$ cat src/rtl/mc_controller.sv
`default_nettype none
// ============================================================================
// Module      : mc_controller
// Description : Moore control FSM with ALU and immediate decoders that
//               sequences the shared datapath of the RV32I multicycle core.
// Revision    : 1.0 - initial release
// ============================================================================
module mc_controller (
    input  logic       clk,
    input  logic       rst_n,
    input  logic [6:0] op,
    input  logic [2:0] funct3,
    input  logic       funct7b5,
    input  logic       zero,
    output logic [1:0] imm_src,
    output logic [1:0] alu_src_a,
    output logic [1:0] alu_src_b,
    output logic [1:0] result_src,
    output logic       adr_src,
    output logic [2:0] alu_control,
    output logic       ir_write,
    output logic       pc_write,
    output logic       reg_write,
    output logic       mem_write,
    output logic       illegal_op,
    output logic [3:0] state
);

    typedef enum logic [3:0] {
        S_FETCH    = 4'd0,
        S_DECODE   = 4'd1,
        S_MEMADR   = 4'd2,
        S_MEMREAD  = 4'd3,
        S_MEMWB    = 4'd4,
        S_MEMWRITE = 4'd5,
        S_EXECUTER = 4'd6,
        S_EXECUTEI = 4'd7,
        S_ALUWB    = 4'd8,
        S_BEQ      = 4'd9,
        S_JAL      = 4'd10,
        S_RESET    = 4'd15
    } state_t;

    localparam logic [6:0] c_OP_LOAD  = 7'b0000011;
    localparam logic [6:0] c_OP_STORE = 7'b0100011;
    localparam logic [6:0] c_OP_RTYPE = 7'b0110011;
    localparam logic [6:0] c_OP_ITYPE = 7'b0010011;
    localparam logic [6:0] c_OP_JAL   = 7'b1101111;
    localparam logic [6:0] c_OP_BEQ   = 7'b1100011;

    state_t     r_state;
    state_t     w_next_state;
    logic [1:0] w_aluop;
    logic       w_branch;
    logic       w_pc_update;

    always_ff @(posedge clk or negedge rst_n) begin
        if (!rst_n) r_state <= S_RESET;
        else        r_state <= w_next_state;
    end

    assign state = r_state;

    always_comb begin
        w_next_state = S_FETCH;
        w_aluop      = 2'b00;
        w_branch     = 1'b0;
        w_pc_update  = 1'b0;
        alu_src_a    = 2'b00;
        alu_src_b    = 2'b00;
        result_src   = 2'b00;
        adr_src      = 1'b0;
        ir_write     = 1'b0;
        reg_write    = 1'b0;
        mem_write    = 1'b0;
        illegal_op   = 1'b0;
        case (r_state)
            S_RESET: w_next_state = S_FETCH;
            S_FETCH: begin
                ir_write     = 1'b1;
                alu_src_b    = 2'b10;
                result_src   = 2'b10;
                w_pc_update  = 1'b1;
                w_next_state = S_DECODE;
            end
            S_DECODE: begin
                // Speculatively compute the branch target old_pc + imm
                alu_src_a = 2'b01;
                alu_src_b = 2'b01;
                case (op)
                    c_OP_LOAD, c_OP_STORE: w_next_state = S_MEMADR;
                    c_OP_RTYPE:            w_next_state = S_EXECUTER;
                    c_OP_ITYPE:            w_next_state = S_EXECUTEI;
                    c_OP_JAL:              w_next_state = S_JAL;
                    c_OP_BEQ:              w_next_state = S_BEQ;
                    default: begin
                        illegal_op   = 1'b1;
                        w_next_state = S_FETCH;
                    end
                endcase
            end
            S_MEMADR: begin
                alu_src_a    = 2'b10;
                alu_src_b    = 2'b01;
                w_next_state = (op == c_OP_LOAD) ? S_MEMREAD : S_MEMWRITE;
            end
            S_MEMREAD: begin
                adr_src      = 1'b1;
                w_next_state = S_MEMWB;
            end
            S_MEMWB: begin
                result_src   = 2'b01;
                reg_write    = 1'b1;
                w_next_state = S_FETCH;
            end
            S_MEMWRITE: begin
                adr_src      = 1'b1;
                mem_write    = 1'b1;
                w_next_state = S_FETCH;
            end
            S_EXECUTER: begin
                alu_src_a    = 2'b10;
                w_aluop      = 2'b10;
                w_next_state = S_ALUWB;
            end
            S_EXECUTEI: begin
                alu_src_a    = 2'b10;
                alu_src_b    = 2'b01;
                w_aluop      = 2'b10;
                w_next_state = S_ALUWB;
            end
            S_ALUWB: begin
                reg_write    = 1'b1;
                w_next_state = S_FETCH;
            end
            S_JAL: begin
                alu_src_a    = 2'b01;
                alu_src_b    = 2'b10;
                w_pc_update  = 1'b1;
                w_next_state = S_ALUWB;
            end
            S_BEQ: begin
                alu_src_a    = 2'b10;
                w_aluop      = 2'b01;
                w_branch     = 1'b1;
                w_next_state = S_FETCH;
            end
            default: w_next_state = S_FETCH;
        endcase
    end

    // Branch resolution is combinational on zero so BEQ needs no extra cycle
    assign pc_write = w_pc_update | (w_branch & zero);

    always_comb begin
        case (op)
            c_OP_STORE: imm_src = 2'd1;
            c_OP_BEQ:   imm_src = 2'd2;
            c_OP_JAL:   imm_src = 2'd3;
            default:    imm_src = 2'd0;
        endcase
    end

    always_comb begin
        alu_control = 3'b000;
        case (w_aluop)
            2'b01: alu_control = 3'b001;
            2'b10: begin
                case (funct3)
                    // Subtract only for R-type; I-type has no subi
                    3'b000:  alu_control = (op[5] & funct7b5) ? 3'b001 : 3'b000;
                    3'b010:  alu_control = 3'b101;
                    3'b110:  alu_control = 3'b011;
                    3'b111:  alu_control = 3'b010;
                    default: alu_control = 3'b000;
                endcase
            end
            default: alu_control = 3'b000;
        endcase
    end

endmodule
`default_nettype wire

$ cat config.mk
export PLATFORM = sky130hd
export DESIGN_NAME = mc_controller
export DESIGN_NICKNAME = d
export VERILOG_FILES = /design/src/rtl/mc_controller.sv
export SDC_FILE = /design/constraint.sdc
export NUM_CORES = 1
export LEC_CHECK = 0
export BUFFER_PORTS_ARGS = -buffer_cell sky130_fd_sc_hd__buf_2
export CORE_AREA = 2 2 39 41
export DETAILED_ROUTE_END_ITERATION = 10
export DIE_AREA = 0 0 41 43
export PLACE_DENSITY = 0.83
export SLEW_MARGIN = 15
export SYNTH_ARGS = -nofsm -noshare
export SYNTH_HDL_FRONTEND = slang
export SYNTH_SLANG_ARGS = --single-unit
$ cat constraint.sdc
create_clock -name clk -period 4.1 [get_ports clk]
set_input_delay 0.615 -clock clk [delete_from_list [all_inputs] [get_ports clk]]
set_output_delay 0.615 -clock clk [all_outputs]
set_load 0.02 [all_outputs]
### Word-level counts from Yosys, hierarchy flattened

Cells that the tools add are included.

* output and inout port bits: 21
* input bits: 14
* flip-flop bits (word level): 4

* reductions and logical operators: 12
* bitwise logic cells: 3
* mux-type cells: 19
* eq/ne operators: 21

Operator list (number)
* $pmux W4 S5: 2
* $eq A4 B3 Y1 const B: 4
* $pmux W2 S2: 4
* $eq A7 B6 Y1 const B: 2
* $eq A7 B7 Y1 const B: 2
* $eq A4 B4 Y1 const B: 3
* $pmux W3 S4: 1
* $reduce_or A2 Y1: 6
* $mux W1: 9
* $eq A4 B2 Y1 const B: 2
* $eq A7 B2 Y1 const B: 1
* $eq A7 B5 Y1 const B: 1
* $eq A3 B3 Y1 const B: 2
* $pmux W2 S3: 1
* $pmux W3 S2: 1
* $reduce_or A3 Y1: 2
* $reduce_or A6 Y1: 1
* $eq A4 B1 Y1 const B: 1
* $logic_not A4 Y1: 1
* $reduce_or A4 Y1: 1
* $eq A3 B2 Y1 const B: 1
* $logic_not A3 Y1: 1
* $mux W3: 1
* $and A1 B1 Y1: 2
* other kinds (3): 3

### Longest topological paths before layout

* depth in word-level cells: 5
* gate-level depth with buffers: 7

### Worst setup path after synthesis

Ideal clock, no wire load.

* kind: flip-flop to output port
* from: reg r_state[3] (netlist: state[3])
* to: out alu_control[2]
* path slack: 1.514 ns
* buffers on the path: 1
* stages on the path, launching flop included: 5
* arrival time: 1.971 ns
* data required time: 3.485 ns
* cell sequence: dfstp_2 buf_2 nand3b_1 ha_1 nor4_1

* longest elaborated chain between the ends: 5
* elaborated cells between the ends (all ways): 8
* classes of those cells: 5 x eq/ne; 2 x mux; 1 x reduce/logical

Ends and longest elaborated chain
* from (decl): line 51 `state_t r_state;`
* from (signal assigned): line 59 `else r_state <= w_next_state;`
* $eq A4 B3 Y1: line 77 `case (r_state)`
* $reduce_or A2 Y1 (no line)
* $pmux W2 S2 (*): line 77
* $eq A2 B2 Y1 / $eq A2 B1 Y1 (equally long branches): line 166 `case (w_aluop)`
* $pmux W3 S2 (*): line 166
* to (decl): line 20 `output logic [2:0] alu_control,`

Every way passes the cells marked *; elsewhere a longest branch is shown, timed or not.

### Final worst setup path

* from: reg r_state[1] (netlist: state[1])
* to: out alu_control[0]

The elaborated chain is that of the path after synthesis.

==> summary.txt <==
Outcome
  – Outcome: finished, final reports clean

Worst setup path
  – CP endpoint: alu_control[0]
  – R2r setup slk: around 2.6 ns
  – Critical path class: flip-flop to primary output
  – Critical-path cell list: nor2b_1 > nand2_1 > inv_1 > ha_1 > nor2b_1 > o21ai_0 > a21oi_1 > buf_2
  – Worst Path Arrival: approximately 2 ns
  – Critical R2R Launch: state[0]
  – Slowest CP cell: dfstp_2
  – Cell mode on critical path: nor2b_1
  – CP Data Required Time: approximately 3.5 ns
  – Critical Path Sink Type: primary output
  – RR Endpoint: state[1]
  – CP startpoint: state[1]
  – Register-to-Register Path Depth: 3
  – Critical path peak fanout: 14
  – Startpoint types: flip-flop
  – Critical Path Max Stage Delay: 0.65 ns

Placed design
  – Gpl congestion: approximately 0.85
  – Dpl hpwl: around 1100 um
  – Count of input and output buffers: 34

Timing
  – Unrepaired setup endpoints after global routing: false
  – Tightest Pin Transition: roughly 0.34 ns
  – Fin Setup TNS: 0 ns
  – Max-Slew Margin vs Limit: 0.7761
  – Final worst-path cycle share: 0.6402
  – Tmin final: around 2.6 ns
  – Final Hold Viols: 0
  – Worst hold slack: around 0.35 ns
  – Max Slew Vio Count: 0
  – Setup violators final: 0
  – Final clock skew: approximately 0.0018 ns
  – Fmax: around 380 MHz

Synthesis
  – Post-synth top area share: 0.1888
  – Post-Syn Area: around 560 sq um
  – Synth Flop Type: dfstp_2
  – Number of synthesis warnings: 0
  – Largest area contributor in the netlist: dfstp_2
  – Synth top area cells: dfstp_2 19%, a21oi_1 6.3%, nor3_1 6.3%
  – Seq/Total Area, Yosys: 0.1888
  – Syn Area/Cell: between 7 and 8 sq um
  – Post-synthesis net count: a little over 90
  – Post-synth ARST share: 1.000
  – Yosys cell types: 32
  – Number of flops mapped to enable cells by yosys: 0
  – Flops & latches, synth: 4
  – Cells after Synth: a little under 80

Clocking
  – Latest clock arrival within the worst-skew pair: between 0.2 and 0.25 ns
  – Post_cts resized: 0
  – Clock buffer depth: 2
  – H-tree depth: 1
  – CTS tree: built
  – Post-CTS Setup Bufs: 0
  – Root Driver: clkbuf_4
  – Hold buffer count at cts: 0
  – Reg clk slew, reported paths: 0.04 ns
  – Clock sink count: 4
  – CTS buffer count: 3

Final layout
  – Layout cells sized above 1: 0.4220
  – Final net count: around 130
  – Max reg flops: 4
  – Filler cells: approximately 120
  – Antenna fix cells: 0
  – Synthesis-to-finish area growth: 33.03%

Run
  – Max Cap Viol: 0

Global route
  – Overflow after GRT: 0
  – Initial antenna violation count: 0
  – First-pass GRT wire length: between 2000 and 2500 um
  – Largest net degree at the start of global routing: 17
  – Total GRT Usage: 0.1915
  – Number of global-route vias before repair: roughly 540

Power and ir drop
  – Worst vdd ir: 0.1329 mV
  – Total power: around 0.29 mW
  – Power density cells: just under 400 nW/um^2
  – Standby leakage power: about 0.38 nW

Drt
  – DRC: 0
  – Routed len/inst: about 12 um
  – Routed Antenna Nets: 0
  – DRT iter0 DRCs: 26
  – Drt via density: between 5 and 6
  – Drt pass-1 iters: 4
  – Drt total wl: between 1000 and 1500 um
  – Routed vias: approximately 700

Floorplanning
  – Ports: 35
  – Core area: 1384 sq um
  – Die height: 43 um
  – Die X: 41 um
  – Initial core utilization: 0.4024
  – FP Rows: 14
  – Die area: roughly 1800 sq um

Min path
  – Min-Delay Path Class: primary input to async pin
[where the power goes]
group,switching [mW],leakage (nW),internal (mW),total [mW]
Clock,0.0150,0.0138,0.0327,0.0476
Combinational,0.109,0.322,0.0660,0.175
Sequential,0.0183,0.0415,0.0499,0.0682
[worst min path at each step]
| stage | startpoint | end | slack [ns] |
|---|---|---|---|
| finish | rst_n | state[0] | 0.35 |
| global route | rst_n | state[3] | 0.38 |
| CTS | rst_n | state[3] | 0.35 |
| detailed placement | rst_n | state[0] | 0.60 |
| global placement | rst_n | state[3] | 0.60 |
| floorplan | rst_n | state[0] | 0.47 |
[layer usage]
metal | GRT usage | vias up | share of wire
met3 | 0.04712 | 6 | 0.070
met5 | 0 | - | 0
met2 | 0.2844 | 35 | 0.50
met1 | 0.2443 | 315 | 0.40
met4 | 0.1000 | 0 | 0.035
li1 | - | 339 | -
[cell families (layout without fill, tap and decap cells)]
logic type      after synthesis  in the layout  synth area share
buf+inv                      12             44           0.09887
xor+xnor                      3              3           0.04720
flops                         4              4            0.1888
simple gates                 38             38            0.4090
compound gates               18             18            0.2112
fa+ha+maj                     2              2           0.04494
[synth_stat cells (2+ instances only)]
master,count
xnor2_1,3
a211oi_1,3
dfstp_2,4
nor4_1,2
nor3_1,7
a21oi_1,7
buf_4,2
and3b_2,2
ha_1,2
inv_1,7
o21ai_0,3
nor2_1,2
nand3_1,2
nor2b_1,3
or3_1,2
nand2_1,8
nor3b_1,2
buf_2,2
[layout make-up]
type / instances / area [sq um] / share of cell area
tap: 16 / 20.02 / 0.02703
sequential: 4 / 105.1 / 0.1419
inverter: 7 / 26.28 / 0.03547
clock buffer: 3 / 22.52 / 0.03041
timing repair buffer: 34 / 170.2 / 0.2297
multi-input combinational: 61 / 396.6 / 0.5355
[stage by stage]
stage                     cell area (sq um)  cells    util  setup slack (ns)
after floorplan                       556.8     77       -             1.514
after global placement                718.2    122  0.5190             1.782
after detailed placement              718.2    122  0.5190             1.743
after CTS                             740.7    125  0.5353             1.472
after global routing                  740.7    125  0.5353             1.292
final                                 740.7    125  0.5353             1.475
[cell usage in the layout, fill, tap and decap left out, drive strengths merged, types with 3 or more instances in the layout]
cell and count:
buf 34, a211oi 3, nor2b 3, nor3 7, o21ai 3, a21oi 7
inv 7, nand2 8, clkbuf 3, xnor2 3, dfstp 4
[worst max-delay path: cells and delay by family (launching register included)]
kind            cells  cell delay, ns
compound gates      2            0.22
fa+ha+maj           1            0.16
buf+inv             2            0.26
flops               1            0.65
simple gates        3            0.48
Note: power is estimated with default switching activity, not from simulation.
